==> src/rtl/pwm_capture.sv <==
// pwm_capture
//   Measures a PWM waveform on one asynchronous GPIO. For each period it builds a
//   record {sat, high_cnt, period_cnt} in clk cycles and queues it in a show-ahead
//   FIFO for the host.
//
//   Ports
//     clk        system clock
//     reset      asynchronous, active-high reset
//     pin        PWM input, asynchronous to clk
//     enable     1 = measure; 0 = idle, partial measurement discarded
//     pop        consume the head record (ignored while empty)
//     clr_ovf    clear the overflow sticky bit
//     rd_high    head record: high time in cycles
//     rd_period  head record: period in cycles
//     rd_sat     head record: a counter saturated during this record
//     empty      FIFO empty (rd_* are don't-care while empty)
//     full       FIFO full
//     overflow   sticky: a record was dropped because the FIFO was full
//     fsm_state  debug view of the measurement FSM (0 IDLE, 1 ARM, 2 HIGH, 3 LOW)
//
//   Read handshake: the head record is valid whenever empty=0 (valid = ~empty) and
//   pop acts as ready; a record transfers on every clock edge where ~empty & pop.
//   The FSM-to-FIFO push is a one-cycle strobe with no back-pressure: when the
//   FIFO cannot accept it, the record is dropped and overflow is set.
module pwm_capture #(
   parameter int CNT_W       = 24,
   parameter int FIFO_DEPTH  = 4,
   parameter int SYNC_STAGES = 2
) (
   input  logic             clk,
   input  logic             reset,
   input  logic             pin,
   input  logic             enable,
   input  logic             pop,
   input  logic             clr_ovf,
   output logic [CNT_W-1:0] rd_high,
   output logic [CNT_W-1:0] rd_period,
   output logic             rd_sat,
   output logic             empty,
   output logic             full,
   output logic             overflow,
   output logic [1:0]       fsm_state
);

   localparam int AW    = $clog2(FIFO_DEPTH);
   localparam int REC_W = 2 * CNT_W + 1;
   localparam logic [CNT_W-1:0] CNT_MAX = {CNT_W{1'b1}};
   localparam logic [CNT_W-1:0] CNT_ONE = CNT_W'(1);

   typedef enum logic [1:0] {
      IDLE = 2'd0,
      ARM  = 2'd1,
      HIGH = 2'd2,
      LOW  = 2'd3
   } state_t;

   // ------------------------------------------------------------------
   // Pin synchronizer and edge detect
   // ------------------------------------------------------------------
   logic [SYNC_STAGES-1:0] sync_q;
   logic                   s;
   logic                   s_d;
   logic                   rise;
   logic                   fall;

   always_ff @(posedge clk or posedge reset) begin
      if (reset) begin
         sync_q <= '0;
         s_d    <= 1'b0;
      end else begin
         sync_q <= {sync_q[SYNC_STAGES-2:0], pin};
         s_d    <= s;
      end
   end

   assign s    = sync_q[SYNC_STAGES-1];
   assign rise = s & ~s_d;
   assign fall = ~s & s_d;

   // ------------------------------------------------------------------
   // Measurement FSM
   // ------------------------------------------------------------------
   state_t           state;
   state_t           state_n;
   logic [CNT_W-1:0] period_cnt;
   logic [CNT_W-1:0] period_n;
   logic [CNT_W-1:0] high_cnt;
   logic [CNT_W-1:0] high_n;
   logic             period_max;
   logic             push;
   logic [REC_W-1:0] push_rec;

   // high_cnt never runs ahead of period_cnt, so period reaching all-ones is
   // the only saturation event that needs handling; it closes the record.
   assign period_max = (period_cnt == CNT_MAX);
   assign push_rec   = {period_max, high_cnt, period_cnt};
   assign fsm_state  = state;

   always_ff @(posedge clk or posedge reset) begin
      if (reset) begin
         state      <= IDLE;
         period_cnt <= '0;
         high_cnt   <= '0;
      end else begin
         state      <= state_n;
         period_cnt <= period_n;
         high_cnt   <= high_n;
      end
   end

   always_comb begin
      state_n  = state;
      period_n = period_cnt;
      high_n   = high_cnt;
      push     = 1'b0;
      if (!enable) begin
         state_n  = IDLE;
         period_n = '0;
         high_n   = '0;
      end else begin
         case (state)
            IDLE: begin
               state_n  = ARM;
               period_n = '0;
               high_n   = '0;
            end
            ARM: begin
               if (rise) begin
                  state_n  = HIGH;
                  period_n = CNT_ONE;
                  high_n   = CNT_ONE;
               end
            end
            HIGH: begin
               if (period_max) begin
                  // Stuck-high pin: emit one saturated record and re-arm.
                  push     = 1'b1;
                  state_n  = ARM;
                  period_n = '0;
                  high_n   = '0;
               end else begin
                  period_n = period_cnt + CNT_ONE;
                  if (fall) begin
                     state_n = LOW;
                  end else begin
                     high_n = high_cnt + CNT_ONE;
                  end
               end
            end
            LOW: begin
               if (period_max) begin
                  // Stuck-low pin: emit one saturated record and re-arm.
                  push     = 1'b1;
                  state_n  = ARM;
                  period_n = '0;
                  high_n   = '0;
               end else if (rise) begin
                  // Close this period and start the next one in the same cycle.
                  push     = 1'b1;
                  state_n  = HIGH;
                  period_n = CNT_ONE;
                  high_n   = CNT_ONE;
               end else begin
                  period_n = period_cnt + CNT_ONE;
               end
            end
            default: begin
               state_n = IDLE;
            end
         endcase
      end
   end

   // ------------------------------------------------------------------
   // Record FIFO (show-ahead, extra pointer bit distinguishes full/empty)
   // ------------------------------------------------------------------
   logic [REC_W-1:0] mem [FIFO_DEPTH];
   logic [AW:0]      wr_ptr;
   logic [AW:0]      rd_ptr;
   logic             do_pop;
   logic             do_push;
   logic             drop;

   assign empty   = (wr_ptr == rd_ptr);
   assign full    = (wr_ptr[AW] != rd_ptr[AW]) && (wr_ptr[AW-1:0] == rd_ptr[AW-1:0]);
   assign do_pop  = pop & ~empty;
   // A pop in the same cycle frees the slot, so a push into a full FIFO is kept.
   assign do_push = push & (~full | do_pop);
   assign drop    = push & ~do_push;

   assign {rd_sat, rd_high, rd_period} = mem[rd_ptr[AW-1:0]];

   always_ff @(posedge clk or posedge reset) begin
      if (reset) begin
         wr_ptr   <= '0;
         rd_ptr   <= '0;
         overflow <= 1'b0;
         for (int i = 0; i < FIFO_DEPTH; i++) begin
            mem[i] <= '0;
         end
      end else begin
         if (do_push) begin
            mem[wr_ptr[AW-1:0]] <= push_rec;
            wr_ptr              <= wr_ptr + (AW+1)'(1);
         end
         if (do_pop) begin
            rd_ptr <= rd_ptr + (AW+1)'(1);
         end
         // A drop wins over a simultaneous clear.
         if (drop) begin
            overflow <= 1'b1;
         end else if (clr_ovf) begin
            overflow <= 1'b0;
         end
      end
   end

endmodule

==> config.mk <==
export PLATFORM = sky130hd
export DESIGN_NAME = pwm_capture
export DESIGN_NICKNAME = d
export VERILOG_FILES = /design/src/rtl/pwm_capture.sv
export SDC_FILE = /design/constraint.sdc
export NUM_CORES = 1
export LEC_CHECK = 0
export CORE_AREA = 2 2 132 160
export CTS_BUF_LIST = sky130_fd_sc_hd__clkbuf_2 sky130_fd_sc_hd__clkbuf_4 sky130_fd_sc_hd__clkbuf_8
export DETAILED_ROUTE_END_ITERATION = 7
export DIE_AREA = 0 0 134 162
export MAX_ROUTING_LAYER = met4
export PLACE_DENSITY = 0.79
export SLEW_MARGIN = 20
export SYNTH_ARGS = -nofsm -noshare
export SYNTH_HDL_FRONTEND = slang
export SYNTH_SLANG_ARGS = --single-unit
==> constraint.sdc <==
create_clock -name clk -period 14.7 [get_ports clk]
set_input_delay 2.205 -clock clk [delete_from_list [all_inputs] [get_ports clk]]
set_output_delay 2.205 -clock clk [all_outputs]
set_load 0.005 [all_outputs]
* After elaboration in Yosys (flattened, before gate mapping)
Cells that the tools add are included.
Widths: inputs -> output; s select.
** Word-level totals
- Register bits :: 256
- Bits in latches :: 0
- Memory bits (writable) :: 0
- Bits in read-only memories :: 0
- Input bits :: 6
- Output and inout bits :: 54
- Logic and storage cells :: 77
- Memories kept :: 0
** Operators by class
- Add/sub/neg operators :: 4
- Multipliers :: 0
- Div/mod/pow operators :: 0
- Magnitude comparators :: 3
- Equality and inequality tests :: 10
- Shifts and indexed selects :: 0
- Muxes and demuxes :: 31
- Bitwise logic cells :: 13
- Reduce and logical (&&, ||, !) cells :: 4
** Operator list (number)
- $mux 24 :: 10
- $bwmux 196 :: 1
- $pmux 24 s4 :: 2
- $mux 49 :: 3
- $bmux 49 s2 :: 1
- $demux 49 s2 :: 1
- $add 24x1->24 const B :: 2
- $eq 24x24->1 const B :: 1
- $mux 2 :: 5
- $ne 4x4->1 const B :: 2
- $pmux 2 s4 :: 1
- $add 3x1->3 const B :: 2
- $ge 3x3->1 const B :: 2
- $mux 1 :: 6
- $not 2->3 :: 2
- $and 1x1->1 :: 5
- $not 1->1 :: 5
- $eq 2x2->1 const B :: 2
- $eq 3x3->1 :: 1
- $lt 3x1->1 const B :: 1
- $ne 3x3->1 const B :: 1
- $eq 2x1->1 const B :: 1
- $eq 2x2->1 :: 1
- $logic_and 1x1->1 :: 2
- other kinds (5) :: 5

* Logic depth before layout (Yosys ltp)
- Depth after elaboration :: 10
- Mapped depth :: 9

* Least setup slack after synthesis
OpenSTA, ideal clock, no wires.
- Path type :: reg-to-output
- Start point :: register rd_ptr[0]
- End point :: output port rd_high[0]
- Arrival time :: 1646 ps
- Data required time :: 12495 ps
- Slack :: 10849 ps
- Cell stages (with the launch flop) :: 4
- Path buffers :: 2
- Path through :: dfrtp_1 > clkbuf_1 > buf_1 > mux4_2
** On the way
- Longest elaborated chain between the ends :: 4
** Ends and longest elaborated chain
- start: declaration :: line 179 : logic [AW:0] rd_ptr;
- start signal: assignment :: line 207 : rd_ptr <= rd_ptr + (AW+1)'(1);
- $not 2->3 (not written as such) :: line 191 : assign {rd_sat, rd_high, rd_period} = mem[rd_ptr[AW-1:0]];
- $bmux 49 s2 :: line 191
- $mux 49 (not written as such) (2 in a row) :: line 191
- end: declaration :: line 36 : output logic [CNT_W-1:0] rd_high,
Every way passes these cells. The select of a mux whose other input is x is not followed.

* Worst setup path in the final report
- Start point :: register rd_ptr[0]
- End point :: output port rd_period[17]
** On the way
- Longest elaborated chain between the ends :: 4
** Ends and longest elaborated chain
- $not 2->3 (not written as such) :: line 191
- $bmux 49 s2 :: line 191
- $mux 49 (not written as such) (2 in a row) :: line 191
- end: declaration :: line 37 : output logic [CNT_W-1:0] rd_period,
Every way passes these cells. The select of a mux whose other input is x is not followed.

==> results.cfg <==
[place]
numPortBuffers = 59
gp_congestion = 0.871
dp_hpwl_um = 14900
dp_slack_ns = 9.46
place_area_mm2 = 0.0126

[detailed_routing]
wl_per_cell_um = 19.9
drt_iter0_markers = 399
post-route-drc-count = 0
ant_nets = 0
vias = 7434
drt_wl_total_um = 24100
drt-pass1-iter-count = 6
via_per_inst = 6.13

[pwr]
p_per_area_mw_per_mm2 = 115
ir_worst_vdd_mv = 0.0719
leakagePower_nw = 6.33

[floorplanning]
fp.dieH_um = 162
die_w_um = 134
start_util_pct = 59.6
num_rows = 57
die_area_mm2 = 0.0217
design.core.area_mm2 = 0.0200
pin_count = 60

[worst_hold_path]
whs_path_depth = 0
hold_class = reg2reg
hold_start = sync_q[0]$_DFF_PP0_
whs_endpoint = sync_q[1]$_DFF_PP0_

[cells_and_area]
layout.nets = 930
layout-drive-gt1-share_pct = 34.1
regArea_mm2 = 0.00641
final_cell_mix = dfrtp_1 (254), mux2_2 (160), clkdlybuf4s50_1 (59), clkbuf_8 (50), mux4_2 (49)
area_growth_pct = 13.1
final_common_cell = dfrtp_1
final_util_pct = 67.4
multi_input_area_mm2 = 0.00516
final_area_mm2 = 0.0135
antenna_cells = 0
nFillCells = 1449

[synthesis]
syn_avg_cell_area_um2 = 13.6
seq_area_frac_synth_pct = 53.7
synth_edf_count = 0
ys_warn_count = 0
synth.distinct_cells = 50
async_flop_share_pct = 100
syn_nets = 889
syn_inst = 876
syn-cell-area_mm2 = 0.0119
ys_seq_elements = 256
ys.flop_type = dfrtp_1

[worst_setup_path]
critical_path_class = reg2out
critPathArrivalTime_ns = 3.00
slowest_stage = dfrtp_4
required_ns = 12.49
timing.rr.end = mem[67]$_DFFE_PP0P_
crit_fanout = 29
end_kind = output port
reg2reg_setup_slack_ns = 11.27
reg2reg_from = period_cnt[0]$_DFFE_PP0P_
ff2ff_path_depth = 7
start_kind = flip-flop
cp_cell_sequence = buf_4, mux4_2, clkdlybuf4s50_1
crit_path_max_incr_delay_ns = 0.74

[grt]
grt_max_degree = 117
first_global_vias = 7789
grt_pass1_wl_um = 40200
grt-ovfl-total = 0
grt_use_total_pct = 24.1
antenna_found_initial = 0

[cts]
post_cts_buffers = 0
cts_tree = done
cts.repair.resized = 0
numCtsBuffers = 41
clock_sinks = 256
hold_buffers = 0
worstSkewPairLatency_ns = 0.54
cts_buffer_depth = 3
cts_htree_levels = 2
clk_pin_slew_ns = 0.06
cts_root_buf = clkbuf_8

[run_status]
status = finished, final reports clean

[timing]
fin_crit_sh_pct = 35.4
max_freq_ghz = 0.192
slew_headroom_pct = 25.5
fin_ws_ns = 9.50
rsz0062_at_grt = false
hold_violations = 0
setup_viol = 0
worst_pin_slew_ns = 1.12
setup_tns_ns = 0
maxSlewViolCount = 0
min_period_ns = 5.20
fin_skew_ns = 0.0249

[flow_run]
maxCapViolCount = 0
worst max-delay path, delay by kind of cell, from the launching register on:
family / cells / cell delay, ns
flip-flops: 1 / 0.74
buffers and inverters: 2 / 1.08
multiplexers: 1 / 0.62
where the power goes:
group	internal, mW	total (mW)	leakage [nW]	switching (mW)
Combinational	0.0772	0.173	2.31	0.0961
Clock	0.359	0.634	0.465	0.275
Sequential	0.713	0.738	3.56	0.0258
Total	1.15	1.55	6.33	0.397
through the flow:
step	hold WS (ns)	power, mW	instances
2_1_floorplan	0.331	0.884	876
3_3_place_gp	0.342	0.927	1139
3_5_place_dp	0.340	0.930	1139
4_1_cts	0.354	1.56	1213
5_1_grt	0.372	1.61	1213
6_report	0.352	1.55	1213
Yosys cell counts (2+ instances only):
cell type	number	area share, %
nand4bb_1	2	0.19
dfrtp_1	256	54
buf_2	29	1.2
o31a_1	2	0.15
nor3_1	8	0.34
a41oi_1	6	0.44
nor2_1	30	0.94
and2_1	3	0.16
mux2_1	16	1.5
mux2_2	160	15
a22o_1	6	0.44
nand2_1	43	1.4
a21oi_1	26	1.1
nand3b_1	2	0.13
mux2_4	18	2.3
buf_1	6	0.19
buf_6	3	0.28
o211ai_1	4	0.25
ha_1	7	0.73
and4_1	7	0.51
o22ai_1	2	0.10
clkbuf_1	32	1.0
mux2i_1	2	0.17
nand4_1	18	0.94
mux4_2	49	9.2
inv_1	14	0.44
nand3_1	29	1.2
nand3_2	3	0.25
a311oi_1	2	0.15
xnor2_1	13	0.95
and3_1	9	0.47
o21ai_0	19	0.80
nor2b_1	2	0.10
a31oi_1	21	1.1
or3_1	2	0.10
xor2_1	11	0.81
layer usage:
metal / GRT usage (%) / vias to the layer above / share of wire (%) / routed length [um]
met5: - / - / 0 / 0
met4: 8.56 / 0 / 2.2 / 524
met3: 3.78 / 43 / 3.7 / 894
met2: 41.7 / 186 / 54 / 12900
met1: 28.9 / 3889 / 41 / 9790
li1: - / 3316 / - / -
logic make-up (layout without fill, tap and decap cells):
kind of cell	after synthesis	in the layout	synth area share [%]
XOR/XNOR	24	24	1.76
AND/OR/NAND/NOR	164	164	7.23
flip-flops	256	256	53.7
adder cells (fa/ha/maj)	7	7	0.734
multiplexers	245	245	28.3
buffers and inverters	85	157	3.20
AO/OA/AOI/OAI	95	95	5.15
state kept, by name (all words and copies together), names as in the netlist:
register,cells
mem,196
high_cnt,24
period_cnt,24
rd_ptr,3
wr_ptr,3
fsm_state,2
sync_q,2
overflow,1
s_d,1
worst max path at each step:
stage | startpoint | endpoint | slack (ns) | cells after the start
final | rd_ptr[0]$_DFFE_PP0P_ | rd_period[17] | 9.50 | 3
after global routing | rd_ptr[0]$_DFFE_PP0P_ | rd_high[0] | 9.29 | 3
after CTS | rd_ptr[0]$_DFFE_PP0P_ | rd_high[0] | 9.37 | 3
after detailed placement | enable | mem[105]$_DFFE_PP0P_ | 9.46 | 5
after global placement | enable | mem[57]$_DFFE_PP0P_ | 9.50 | 5
after floorplan | reset | fsm_state[0]$_DFFE_PP0P_ | 5.45 | 1
area by class of cell:
class	instances	area share, %
flip-flops and latches	256	47.5
multi-input cells	535	38.2
clock buffers	63	5.82
repair buffers	69	4.93
well taps	265	2.46
clock inverters	11	0.630
inverters	14	0.445
(Power assumes the default switching activity.)
==> edit: new RTL, config.mk and constraints unchanged <==
Make the reset (`reset`) synchronous in 3 clocked blocks. Comments in the files are not updated.
--- a/src/rtl/pwm_capture.sv
+++ b/src/rtl/pwm_capture.sv
@@ -63,7 +63,7 @@
    logic                   rise;
    logic                   fall;
 
-   always_ff @(posedge clk or posedge reset) begin
+   always_ff @(posedge clk) begin
       if (reset) begin
          sync_q <= '0;
          s_d    <= 1'b0;
@@ -96,7 +96,7 @@
    assign push_rec   = {period_max, high_cnt, period_cnt};
    assign fsm_state  = state;
 
-   always_ff @(posedge clk or posedge reset) begin
+   always_ff @(posedge clk) begin
       if (reset) begin
          state      <= IDLE;
          period_cnt <= '0;
@@ -190,7 +190,7 @@
 
    assign {rd_sat, rd_high, rd_period} = mem[rd_ptr[AW-1:0]];
 
-   always_ff @(posedge clk or posedge reset) begin
+   always_ff @(posedge clk) begin
       if (reset) begin
          wr_ptr   <= '0;
          rd_ptr   <= '0;
Behaviour: differs if reset is asserted again (counterexample within 4 cycles, from zero or initial values and one cycle with reset high); with reset held inactive, the same outputs for 4 cycles.
==> edit against the original RTL <==
Count of clock-buffer cells in the layout down 10. Worst hold slack better by 0.12 ns. Die area unchanged. Final area down 0.64%. Synthesized area about the same. Wire length up 1.9%. Setup slack worse by 0.022 ns. Sequential cell count up 2. Critical path type is now in2reg. Largest cell class unchanged. Highest routed layer unchanged.
Power is not compared: it rests on default switching activity, and its combinational part moved more than twofold at a synthesized area within 25%.
==> edit: results (changes against the original RTL) <==
metric	value	unit	change
sequential element share of the synthesized area	0.5972		+0.06062
GR Util All Layers	0.2380		-0.003412
largest net degree at the start of global routing	50		-57%
Critical Path AT	5.41	ns	+2.41 ns
worst clock skew	0.01783	ns	-0.007071 ns
Post-synth top cells	196 x edfxtp_1, 191 x and2_1, 62 x dfxtp_1		
XOR/XNOR Fraction of Synth Area	0.01174		-0.005864
DRT Wirelength	24.59	mm	+1.9%
Final Setup Violations	0		unchanged
CP Launch Point	pop		
layout cells sized above 1	0.1437		-0.1970
clk buf depth	3		unchanged
EDFF count, synth	196		+196
asr flop ratio synth	0		-1.000
CP Capture Point	mem[2][39]$_SDFFCE_PN0P_		
HPWL after DPL	14.98	mm	+0.25%
post-synthesis adder-cell area fraction	0.004194		-0.003142
gpl congestion	0.9084		+4.3%
largest cells by area after synthesis	edfxtp_1 49%, dfxtp_1 10%, and2_1 10%, mux4_2 9.2%, nor2_1 1.4%		
R2R depth	8		+1
Met3 Wirelength	1.443	mm	+61%
wl on met1	10.69	mm	+9.1%
DR pass1 iterations	5		-1
routed vias/inst	6.034		-1.5%
R2R setup slack	10.33	ns	-0.94 ns
1st-iter DRT viols	686		+72%
initial antenna violation count	0		unchanged
fin nets	975		+4.8%
CTS Buf Count	38		-7.3%
wire length of the first global-routing pass	38.88	mm	-3.4%
WL met2	11.88	mm	-8.1%
status	finished clean		
vias in the first global route	7224		-7.3%
worst slew margin relative to its limit	0.3486		+0.09317
Worst R2R Start	period_cnt[0]$_SDFFE_PP0P_		
crit-path max FO	49		+69%
complex-gate fraction of the synthesized area	0.05819		+0.006732
[edit: cells by family (layout without fill, tap and decap cells)]
logic type               after synthesis  in the layout
buffers and inverters                 77            152
AO/OA/AOI/OAI                        104            104
AND/OR/NAND/NOR                      408            408
XOR/XNOR                              16             16
multiplexers                          53             53
flip-flops                           258            258
adder cells (fa/ha/maj)                4              4
[edit: metal layers]
metal,track usage,vias up
li1,-,3540
met4,0.07785,0
met3,0.03371,47
met1,0.3273,3740
met5,-,-
met2,0.3718,276
[edit: critical path, stage by stage]
cell	delay, ns
clkdlybuf4s50_1	0.48
nand4b_1	0.13
nand3_1	0.58
nor4_4	0.40
buf_4	0.49
or2_2	0.60
buf_4	0.47
[edit: how the worst min path moves through the flow]
stage | startpoint | endpoint | slack [ns] | cells past startpoint
global placement | sync_q[0]$_SDFF_PP0_ | sync_q[1]$_SDFF_PP0_ | 0.45 | 1
finish | sync_q[0]$_SDFF_PP0_ | sync_q[1]$_SDFF_PP0_ | 0.47 | 1
floorplan | sync_q[0]$_SDFF_PP0_ | sync_q[1]$_SDFF_PP0_ | 0.41 | 1
global route | sync_q[0]$_SDFF_PP0_ | sync_q[1]$_SDFF_PP0_ | 0.48 | 1
CTS | sync_q[0]$_SDFF_PP0_ | sync_q[1]$_SDFF_PP0_ | 0.47 | 1
detailed placement | sync_q[0]$_SDFF_PP0_ | sync_q[1]$_SDFF_PP0_ | 0.46 | 1
[edit: power by group through the flow]
stage          combinational (W)  sequential (W)  clock [W]
4_1_cts                0.0000512        0.000812   0.000575
6_report               0.0000506        0.000812   0.000568
3_5_place_dp           0.0000509        0.000827          0
5_1_grt                0.0000541        0.000814   0.000604
2_1_floorplan          0.0000275        0.000824          0
3_3_place_gp           0.0000507        0.000826          0
[edit: metrics by stage]
step / area [um^2] / power [W] / worst slack (ns) / std cells
finish: 13410 / 0.001430 / 9.475 / 1260
floorplan: 11930 / 0.0008513 / 10.49 / 920
detailed placement: 12630 / 0.0008784 / 8.922 / 1189
global route: 13410 / 0.001472 / 9.268 / 1260
CTS: 13380 / 0.001438 / 9.483 / 1259
global placement: 12630 / 0.0008769 / 8.946 / 1189
[edit: area by class of cell]
class                           count  area (um^2)  area share
Clock buffer                       53        679.4     0.05066
Clock inverter                     17        73.82    0.005504
Inverter                            9        33.78    0.002519
Multi-Input combinational cell    585         4446      0.3315
Sequential cell                   258         7132      0.5318
Tap cell                          265        331.6     0.02472
Timing Repair Buffer               73        715.7     0.05336
